**config.mk**
```make
export PLATFORM = sky130hd
export DESIGN_NAME = dm_access_ctrl
export DESIGN_NICKNAME = d
export VERILOG_FILES = /design/src/rtl/dm_access_ctrl.sv
export SDC_FILE = /design/constraint.sdc
export NUM_CORES = 1
export LEC_CHECK = 0
export ABC_AREA = 1
export CORE_MARGIN = 4
export CORE_UTILIZATION = 35
export DETAILED_ROUTE_END_ITERATION = 8
export PLACE_DENSITY = 0.7
export SYNTH_ARGS = -nofsm -noshare
export SYNTH_HDL_FRONTEND = slang
export SYNTH_SLANG_ARGS = --single-unit
export TNS_END_PERCENT = 100
```
**constraint.sdc**
```tcl
create_clock -name clk -period 10.5 [get_ports clk]
set_clock_uncertainty 0.15 [all_clocks]
set_input_delay 2.1 -clock clk [delete_from_list [all_inputs] [get_ports clk]]
set_output_delay 2.1 -clock clk [all_outputs]
set_load 0.05 [all_outputs]
```
**src/rtl/dm_access_ctrl.sv**
```systemverilog
// rtl/dm_access_ctrl.sv - memory-stage load/store bus sequencer
//
// Purpose:
//   Checks load/store alignment, builds byte enables and replicated store
//   data, and runs one req/ack bus transaction per memory op. It stalls the
//   pipeline while the transaction is in flight, then hands the raw read
//   word, byte offset and load type to the load-extension stage.
//
// Ports:
//   clk, reset                    clock (rising edge), async active-high reset
//   Load, Store, LdType, StType   MEM-stage op (both set = store)
//   Addr, WData, Flush            effective address, store source, squash
//   Stall                         freeze PC..EX/MEM
//   AdEL, AdES                    combinational misalignment flags
//   BusReq/BusWE/BusBE/BusAddr/BusWData   registered bus request
//   BusRData, BusAck              bus read word and completion
//   BusErr                        one-cycle timeout pulse
//   DataW, AddrLo, LoadTypeO      captured load result for extension stage
//   RdValid                       one-cycle pulse marking the capture valid
//
// Optional feature macro: DM_BUS_TIMEOUT_EN (abort WAIT after TIMEOUT_CYCLES).

module dm_access_ctrl #(
  parameter int TIMEOUT_CYCLES = 255,
  parameter int TO_W           = 8
) (
  input  logic        clk,
  input  logic        reset,
  input  logic        Load,
  input  logic        Store,
  input  logic [2:0]  LdType,
  input  logic [1:0]  StType,
  input  logic [31:0] Addr,
  input  logic [31:0] WData,
  input  logic        Flush,
  output logic        Stall,
  output logic        AdEL,
  output logic        AdES,
  output logic        BusReq,
  output logic        BusWE,
  output logic [3:0]  BusBE,
  output logic [31:0] BusAddr,
  output logic [31:0] BusWData,
  input  logic [31:0] BusRData,
  input  logic        BusAck,
  output logic        BusErr,
  output logic [31:0] DataW,
  output logic [1:0]  AddrLo,
  output logic [2:0]  LoadTypeO,
  output logic        RdValid
);

  // The counter must be able to hold TIMEOUT_CYCLES-1; an illegal pairing
  // elaborates this empty named block so it shows up in the hierarchy.
  if (TIMEOUT_CYCLES >= (1 << TO_W)) begin : gBadTimeoutWidth
  end

  typedef enum logic [1:0] {
    sIdle = 2'd0,
    sWait = 2'd1,
    sDone = 2'd2
  } stateT;

  stateT       state, nextState;
  logic        isStore, isLoad, op;
  logic        wordAcc, halfAcc, misaligned, launch, timeout;
  logic        opIsLoad;
  logic [3:0]  beNext;
  logic [31:0] wdNext;

  // Store wins when both strobes are set.
  assign isStore = Store;
  assign isLoad  = Load & ~Store;
  assign op      = Load | Store;

  // Access size; unused encodings are treated as word accesses.
  always_comb begin
    wordAcc = 1'b0;
    halfAcc = 1'b0;
    if (isStore) begin
      wordAcc = (StType == 2'd0) | (StType == 2'd3);
      halfAcc = (StType == 2'd1);
    end else begin
      wordAcc = (LdType == 3'd0) | (LdType > 3'd4);
      halfAcc = (LdType == 3'd1) | (LdType == 3'd2);
    end
  end

  assign misaligned = (wordAcc & (Addr[1:0] != 2'b00)) | (halfAcc & Addr[0]);
  assign AdEL       = isLoad & misaligned;
  assign AdES       = isStore & misaligned;
  assign launch     = op & ~misaligned & ~Flush;

  // Byte lanes and lane-replicated write data; loads read the full word.
  always_comb begin
    beNext = 4'b0000;
    wdNext = 32'h0;
    if (isStore) begin
      case (StType)
        2'd1: begin
          beNext = Addr[1] ? 4'b1100 : 4'b0011;
          wdNext = {2{WData[15:0]}};
        end
        2'd2: begin
          beNext = 4'b0001 << Addr[1:0];
          wdNext = {4{WData[7:0]}};
        end
        default: begin
          beNext = 4'b1111;
          wdNext = WData;
        end
      endcase
    end
  end

`ifdef DM_BUS_TIMEOUT_EN
  logic [TO_W-1:0] toCnt;
  logic            busErrQ;

  // toCnt counts WAIT cycles already spent, so the abort lands at the end
  // of the TIMEOUT_CYCLES-th WAIT cycle. An ack that same cycle wins.
  assign timeout = (state == sWait) & ~BusAck &
                   (toCnt == TO_W'(TIMEOUT_CYCLES - 1));
  assign BusErr  = busErrQ;

  always_ff @(posedge clk or posedge reset) begin
    if (reset) begin
      toCnt <= '0;
    end else if (state == sIdle && launch) begin
      toCnt <= '0;
    end else if (state == sWait) begin
      toCnt <= toCnt + 1'b1;
    end
  end
`else
  assign timeout = 1'b0;
  assign BusErr  = 1'b0;
`endif

  always_ff @(posedge clk or posedge reset) begin
    if (reset) state <= sIdle;
    else       state <= nextState;
  end

  // Stall is low in DONE so the pipeline advances exactly once per op.
  always_comb begin
    nextState = state;
    Stall     = 1'b0;
    case (state)
      sIdle: begin
        if (launch) begin
          nextState = sWait;
          Stall     = 1'b1;
        end
      end
      sWait: begin
        Stall = 1'b1;
        if (BusAck || timeout) nextState = sDone;
      end
      sDone:   nextState = sIdle;
      default: nextState = sIdle;
    endcase
  end

  always_ff @(posedge clk or posedge reset) begin
    if (reset) begin
      BusReq    <= 1'b0;
      BusWE     <= 1'b0;
      BusBE     <= 4'b0000;
      BusAddr   <= 32'h0;
      BusWData  <= 32'h0;
      DataW     <= 32'h0;
      AddrLo    <= 2'b00;
      LoadTypeO <= 3'd0;
      RdValid   <= 1'b0;
      opIsLoad  <= 1'b0;
`ifdef DM_BUS_TIMEOUT_EN
      busErrQ   <= 1'b0;
`endif
    end else begin
      RdValid <= 1'b0;
`ifdef DM_BUS_TIMEOUT_EN
      busErrQ <= 1'b0;
`endif
      case (state)
        sIdle: begin
          if (launch) begin
            BusReq    <= 1'b1;
            BusWE     <= isStore;
            BusBE     <= beNext;
            BusAddr   <= {Addr[31:2], 2'b00};
            BusWData  <= wdNext;
            AddrLo    <= Addr[1:0];
            LoadTypeO <= LdType;
            opIsLoad  <= isLoad;
          end
        end
        sWait: begin
          if (BusAck) begin
            BusReq <= 1'b0;
            BusWE  <= 1'b0;
            BusBE  <= 4'b0000;
            // DataW is left alone on stores so the last load result persists.
            if (opIsLoad) begin
              DataW   <= BusRData;
              RdValid <= 1'b1;
            end
          end
`ifdef DM_BUS_TIMEOUT_EN
          else if (timeout) begin
            BusReq  <= 1'b0;
            BusWE   <= 1'b0;
            BusBE   <= 4'b0000;
            DataW   <= 32'hEEEE_EEEE;
            busErrQ <= 1'b1;
          end
`endif
        end
        default: begin
        end
      endcase
    end
  end

endmodule

```
==> impl_results.md, run 1 <==
* DP Wirelength at 11200 um
* Critical path endpoint: Stall
* Critical Path Start: Store
* Critical path class: input port to output pin
* Post-Syn Area per Cell at 8.44 um^2
* Utilization after layout at 0.542
* Die Ht at 124 um
* Routed len/inst at 15.8 um
* ANT cells at 0
* Initial antenna violation count at 0
* Clock Path Buffers at 2
* Worst min path class: flop to flop
* All-Layer GR Usage at 0.191
* Clk sink count at 109
* Clk_lat worst skew at 0.35 ns
* Final net count at 862
* Flops & latches, synth at 109
* Resized cells post-CTS at 0
* Met3 usage at 0.0581
* Final Cycle Share at 0.718
* Area of the core at 13200 um^2
* Top-area cell type share of the netlist area at 0.582
* Layout cells sized above 1 at 0.0357
* Minimum clock period at 7.54 ns
* Worst VDD drop at 115 uV
* Library cells used by synthesis at 22
* Fmax at 133 MHz
* Seq/Total Area, Yosys at 0.582
* IO Port Bufs at 215
* Setup TNS at 0 ns
* Row cnt at 42
* Leak at 3.37 nW
* Worst EP required at 8.25 ns
* Worst Path Arrival at 5.29 ns
* Initial Utilization at 0.355
* Register area at 2730 um^2
* Gr busiest metal: met2
* Slew HR at 0.169
* Vias in the first global route at 4369
* CTS Buf Count at 9
* R2R Path End: DataW[2]
* Routed vias at 4408
* M1 GR Usage at 0.246
* Global route overflow at 0
* R2r setup slk at 8.14 ns
* Final Max Tran Viols at 0
* Dominant cell type by area after synthesis: dfrtp_1
* Multi-input logic area at 1680 um^2
* Cell count after synthesis at 555
* Most common library cell in the layout ignoring fill and taps: nand2_1
* Grt met2 use at 0.303
* DIE AREA at 15300 um^2
* Hold buffers post-CTS at 0
* Post-Syn Area at 4690 um^2
* Status: complete, no violations
* Clk slew on worst S/H paths at 0.06 ns
* Count of final setup violators at 0
* Worst Reg-to-Reg Cells at 8
* Root buf cell: clkbuf_16
* Area Overhead vs Synth at 52.7%
* TritonCTS clock tree: done
* Final hold viol count at 0
* First-pass GRT wire length at 22700 um
* Synth warn at 0
* # DRC at 0
* Crit path launch type: input port
* Post-CTS Setup Inserts at 0
* Largest net degree at the start of global routing at 67
* Max_cap viols at 0
* Slew @ Worst Pin at 1.24 ns
* Fillers at 1158
* Wirelength, routed at 14700 um
* Initial DRC Count at 268
* Most frequent cells in the layout: 288 x nand2_1, 215 x clkdlybuf4s50_1, 109 x dfrtp_1
* Largest cells by area after synthesis: dfrtp_1 58%, nand2_1 23%, o21ai_0 4.5%, o211ai_1 2.6%, nand3_1 2.5%
* Post-DRT Antenna Nets at 0
* H-tree depth at 3
* Via-to-Cell Ratio at 4.73
* Cell Pwr Density at 292 nW/um^2
* RSZ-0062 raised after global routing: no
* Crit end category: output pin
* CP Max Fanout at 66
* Routability cong. at 0.904
* R2R Path Start: state[1]
* Die width at 124 um
* Top-Level Pins at 219
* DR pass1 iterations at 5
==> worst max-delay path, stage by stage <==
cell and delay, ns:
clkdlybuf4s50_1 1.30, inv_2 0.13, nand2_1 0.12, nand2_1 0.10
nand4_4 0.10, buf_4 0.49, nand2_1 0.15, clkdlybuf4s50_1 0.75
==> final cells by class <==
cell class	count	area share
Clock buffer	13	0.0364
Clock inverter	1	0.00105
Inverter	21	0.0117
Multi-Input combinational cell	394	0.235
Sequential cell	109	0.381
Tap cell	176	0.0308
Timing Repair Buffer	218	0.304
==> cell families after synthesis <==
| group | after synthesis | synth area share |
|---|---|---|
| AO/OA/AOI/OAI | 65 | 0.0796 |
| adder cells (fa/ha/maj) | 2 | 0.00534 |
| buffers and inverters | 54 | 0.0606 |
| flip-flops | 109 | 0.582 |
| other | 1 | 0.000800 |
| AND/OR/NAND/NOR | 324 | 0.272 |
==> flip-flops by register name, indices dropped and copies added (netlist names) <==
signal and count:
AddrLo 2, BusAddr 30, BusBE 4, BusReq 1, BusWData 32, BusWE 1, DataW 32, LoadTypeO 3
RdValid 1, opIsLoad 1, state 2
==> worst min path at each step <==
stage,end,cells after the start,start
floorplan,opIsLoad,2,opIsLoad
global placement,DataW[18],2,DataW[18]
detailed placement,DataW[16],2,DataW[16]
CTS,DataW[16],2,DataW[16]
global route,DataW[7],2,DataW[7]
finish,DataW[16],2,DataW[16]
==> through the flow <==
step | total power [mW] | hold WS, ns | area (um^2) | cells | setup slack (ns)
after floorplan | 1.36 | 0.303 | 4690 | 557 | 4.66
after global routing | 2.20 | 0.340 | 7160 | 932 | 2.68
after global placement | 1.77 | 0.302 | 6890 | 918 | 3.06
after detailed placement | 1.79 | 0.308 | 6890 | 918 | 2.98
final | 2.09 | 0.321 | 7160 | 932 | 2.96
after CTS | 2.11 | 0.324 | 7160 | 932 | 2.97
==> routing by layer <==
layer / share of wire / up-vias
met5: 0 / -
met1: 0.42 / 2037
met4: 0.022 / 0
met2: 0.46 / 211
met3: 0.10 / 21
li1: - / 2139
==> cells in the mapped netlist <==
| cell type | number |
|---|---|
| nor2_4 | 1 |
| o211ai_1 | 16 |
| buf_1 | 1 |
| ha_1 | 2 |
| buf_2 | 12 |
| nor2_1 | 10 |
| inv_2 | 6 |
| a31oi_1 | 3 |
| nand4_4 | 1 |
| buf_6 | 5 |
| a21oi_2 | 1 |
| conb_1 | 1 |
| a21oi_1 | 3 |
| dfrtp_1 | 109 |
| buf_4 | 7 |
| nand2_1 | 288 |
| clkbuf_1 | 8 |
| nor2_2 | 1 |
| inv_1 | 14 |
| o21ai_0 | 42 |
| inv_4 | 1 |
| nand3_1 | 23 |
==> report_power, final <==
part	switching [mW]	leakage [nW]	internal [mW]
sequential	0.0862	1.39	0.572
clock	0.144	0.128	0.172
combinational	0.760	1.85	0.355
total	0.990	3.37	1.10
No activity file was read; power rests on OpenSTA's default activity.
==> run 2, diff against run 1 <==
- PLACE_DENSITY: 0.7 -> 0.73
- clock period: 10.5 -> 6.6 ns (I/O delays scaled with it)
==> run 2 against run 1 <==
Compared with the run above:
- final cell count is 0.11% higher
- non-clock buffer count stayed put
- clock power is 66% higher
- sequential share of layout area is 0.13 points lower
- combinational power is 59% higher
- count of clock-buffer cells in the layout is 2 lower
- register-to-register slack worse by 3.9 ns
- via count is 0.66% lower
- hold slack better by 0.0013 ns
- largest power group unchanged
- routed wire length is 6.2% lower
==> impl_results.md, run 2 (synthesis gave the netlist of run 1 again) <==
* Post-DRT Antenna Nets at 0
* Critical-path cell list: clkdlybuf4s50_1 -> inv_1 -> ha_1 -> inv_4 -> a21oi_1 -> nand2_1 -> nand2_1 -> inv_1 -> nor2_1 -> clkdlybuf4s50_1
* Worst hold stages at 2
* Crit path launch type: input port
* Hold Crit Endpoint: DataW[29]
* Worst min path class: flop to flop
* Count of final setup violators at 0
* CP Max Fanout at 28
* Initial Utilization at 0.355
* Initial DRC Count at 196
* Minimum clock period at 5.30 ns
* Area Overhead vs Synth at 53.2%
* R2R Path Start: state[1]
* Worst Path Arrival at 3.83 ns
* Clk_lat worst skew at 0.34 ns
* DP Wirelength at 10300 um
* H-tree depth at 3
* Area of the core at 13200 um^2
* Largest net degree at the start of global routing at 108
* Top-Level Pins at 219
* Critical Path Start: StType[0]
* Fin worst setup slack at 1.30 ns
* CTS Buf Count at 9
* Routed vias at 4379
* Die width at 124 um
* R2r setup slk at 4.27 ns
* Root buf cell: clkbuf_16
* Max_cap viols at 0
* Worst EP required at 5.13 ns
* Crit end category: output pin
* Global route overflow at 0
* Hold buffers post-CTS at 0
* Row cnt at 42
* Initial antenna violation count at 0
* Clock Path Buffers at 2
* Slew @ Worst Pin at 0.964 ns
* DR pass1 iterations at 4
* # DRC at 0
* Critical path class: input port to output pin
* Setup TNS at 0 ns
* Slew HR at 0.357
* Vias in the first global route at 4266
* Hold path start: DataW[29]
* Post-CTS Setup Inserts at 0
* Die Ht at 124 um
* TritonCTS clock tree: done
* Final Max Tran Viols at 0
* Fmax at 189 MHz
* Wirelength, routed at 13800 um
* Status: complete, no violations
* DIE AREA at 15300 um^2
* Multi-input logic area at 1680 um^2
* Cell Pwr Density at 464 nW/um^2
* Clk sink count at 109
* Via-to-Cell Ratio at 4.69
* Layout cells sized above 1 at 0.0383
* Final Cycle Share at 0.803
* Utilization after layout at 0.544
* ANT cells at 0
* Final net count at 862
* Resized cells post-CTS at 0
* Place WS at 1.33 ns
* Worst Reg-to-Reg Cells at 6
* First-pass GRT wire length at 21400 um
* Routed len/inst at 14.8 um
* Clk slew on worst S/H paths at 0.06 ns
* Leak at 3.39 nW
* Final hold viol count at 0
* Slowest cell on the critical path: clkdlybuf4s50_1
* Most common library cell in the layout ignoring fill and taps: nand2_1
* Routability cong. at 0.825
* IO Port Bufs at 215
* Register area at 2730 um^2
* RSZ-0062 raised after global routing: no
* Regs by FF count: BusWData x32, DataW x32, BusAddr x30
* Max stage delay on crit path at 0.81 ns
* All-Layer GR Usage at 0.179
* R2R Path End: BusAddr[28]
* Fillers at 1184
* Worst VDD drop at 272 uV
* Most frequent cells in the layout: 288 x nand2_1, 214 x clkdlybuf4s50_1, 109 x dfrtp_1
run 2: through the flow:
stage | power [mW] | cell area [um^2] | std cells | hold WS, ns
floorplan | 2.17 | 4690 | 557 | 0.303
global placement | 2.81 | 6900 | 918 | 0.303
detailed placement | 2.83 | 6900 | 918 | 0.310
CTS | 3.37 | 7180 | 933 | 0.326
global route | 3.50 | 7180 | 933 | 0.349
finish | 3.33 | 7180 | 933 | 0.322
run 2: worst max path at each step:
stage / endpoint / slack, ns / cells after the start
floorplan: AddrLo[0] / 2.26 / 1
global placement: AdES / 1.35 / 10
detailed placement: AdES / 1.33 / 10
CTS: AdES / 1.31 / 10
global route: AdES / 1.12 / 10
finish: AdES / 1.30 / 10
run 2: routing by layer:
metal / GRT usage / vias to the layer above / part of all wire
met5: 0 / - / 0
met4: 0.0692 / 0 / 0.019
met3: 0.0495 / 22 / 0.089
met2: 0.285 / 170 / 0.46
met1: 0.233 / 2043 / 0.43
li1: - / 2144 / -
run 2: cell type report:
class                           instances  area share
Timing Repair Buffer                  218       0.304
Sequential cell                       109       0.380
Inverter                               21      0.0117
Multi-Input combinational cell        394       0.234
Tap cell                              176      0.0307
Clock buffer                           11      0.0324
Clock inverter                          4     0.00680
run 2: where the power goes:
| part | switching [mW] | leakage, nW | internal [mW] |
|---|---|---|---|
| Sequential | 0.135 | 1.39 | 0.910 |
| Combinational | 1.20 | 1.86 | 0.567 |
| Clock | 0.232 | 0.140 | 0.293 |
| Total | 1.56 | 3.39 | 1.77 |
run 2: worst max-delay path, delay by kind of cell:
family | cells | cell delay, ns
fa+ha+maj | 1 | 0.47
buf+inv | 5 | 1.58
simple gates | 3 | 0.29
compound gates | 1 | 0.16
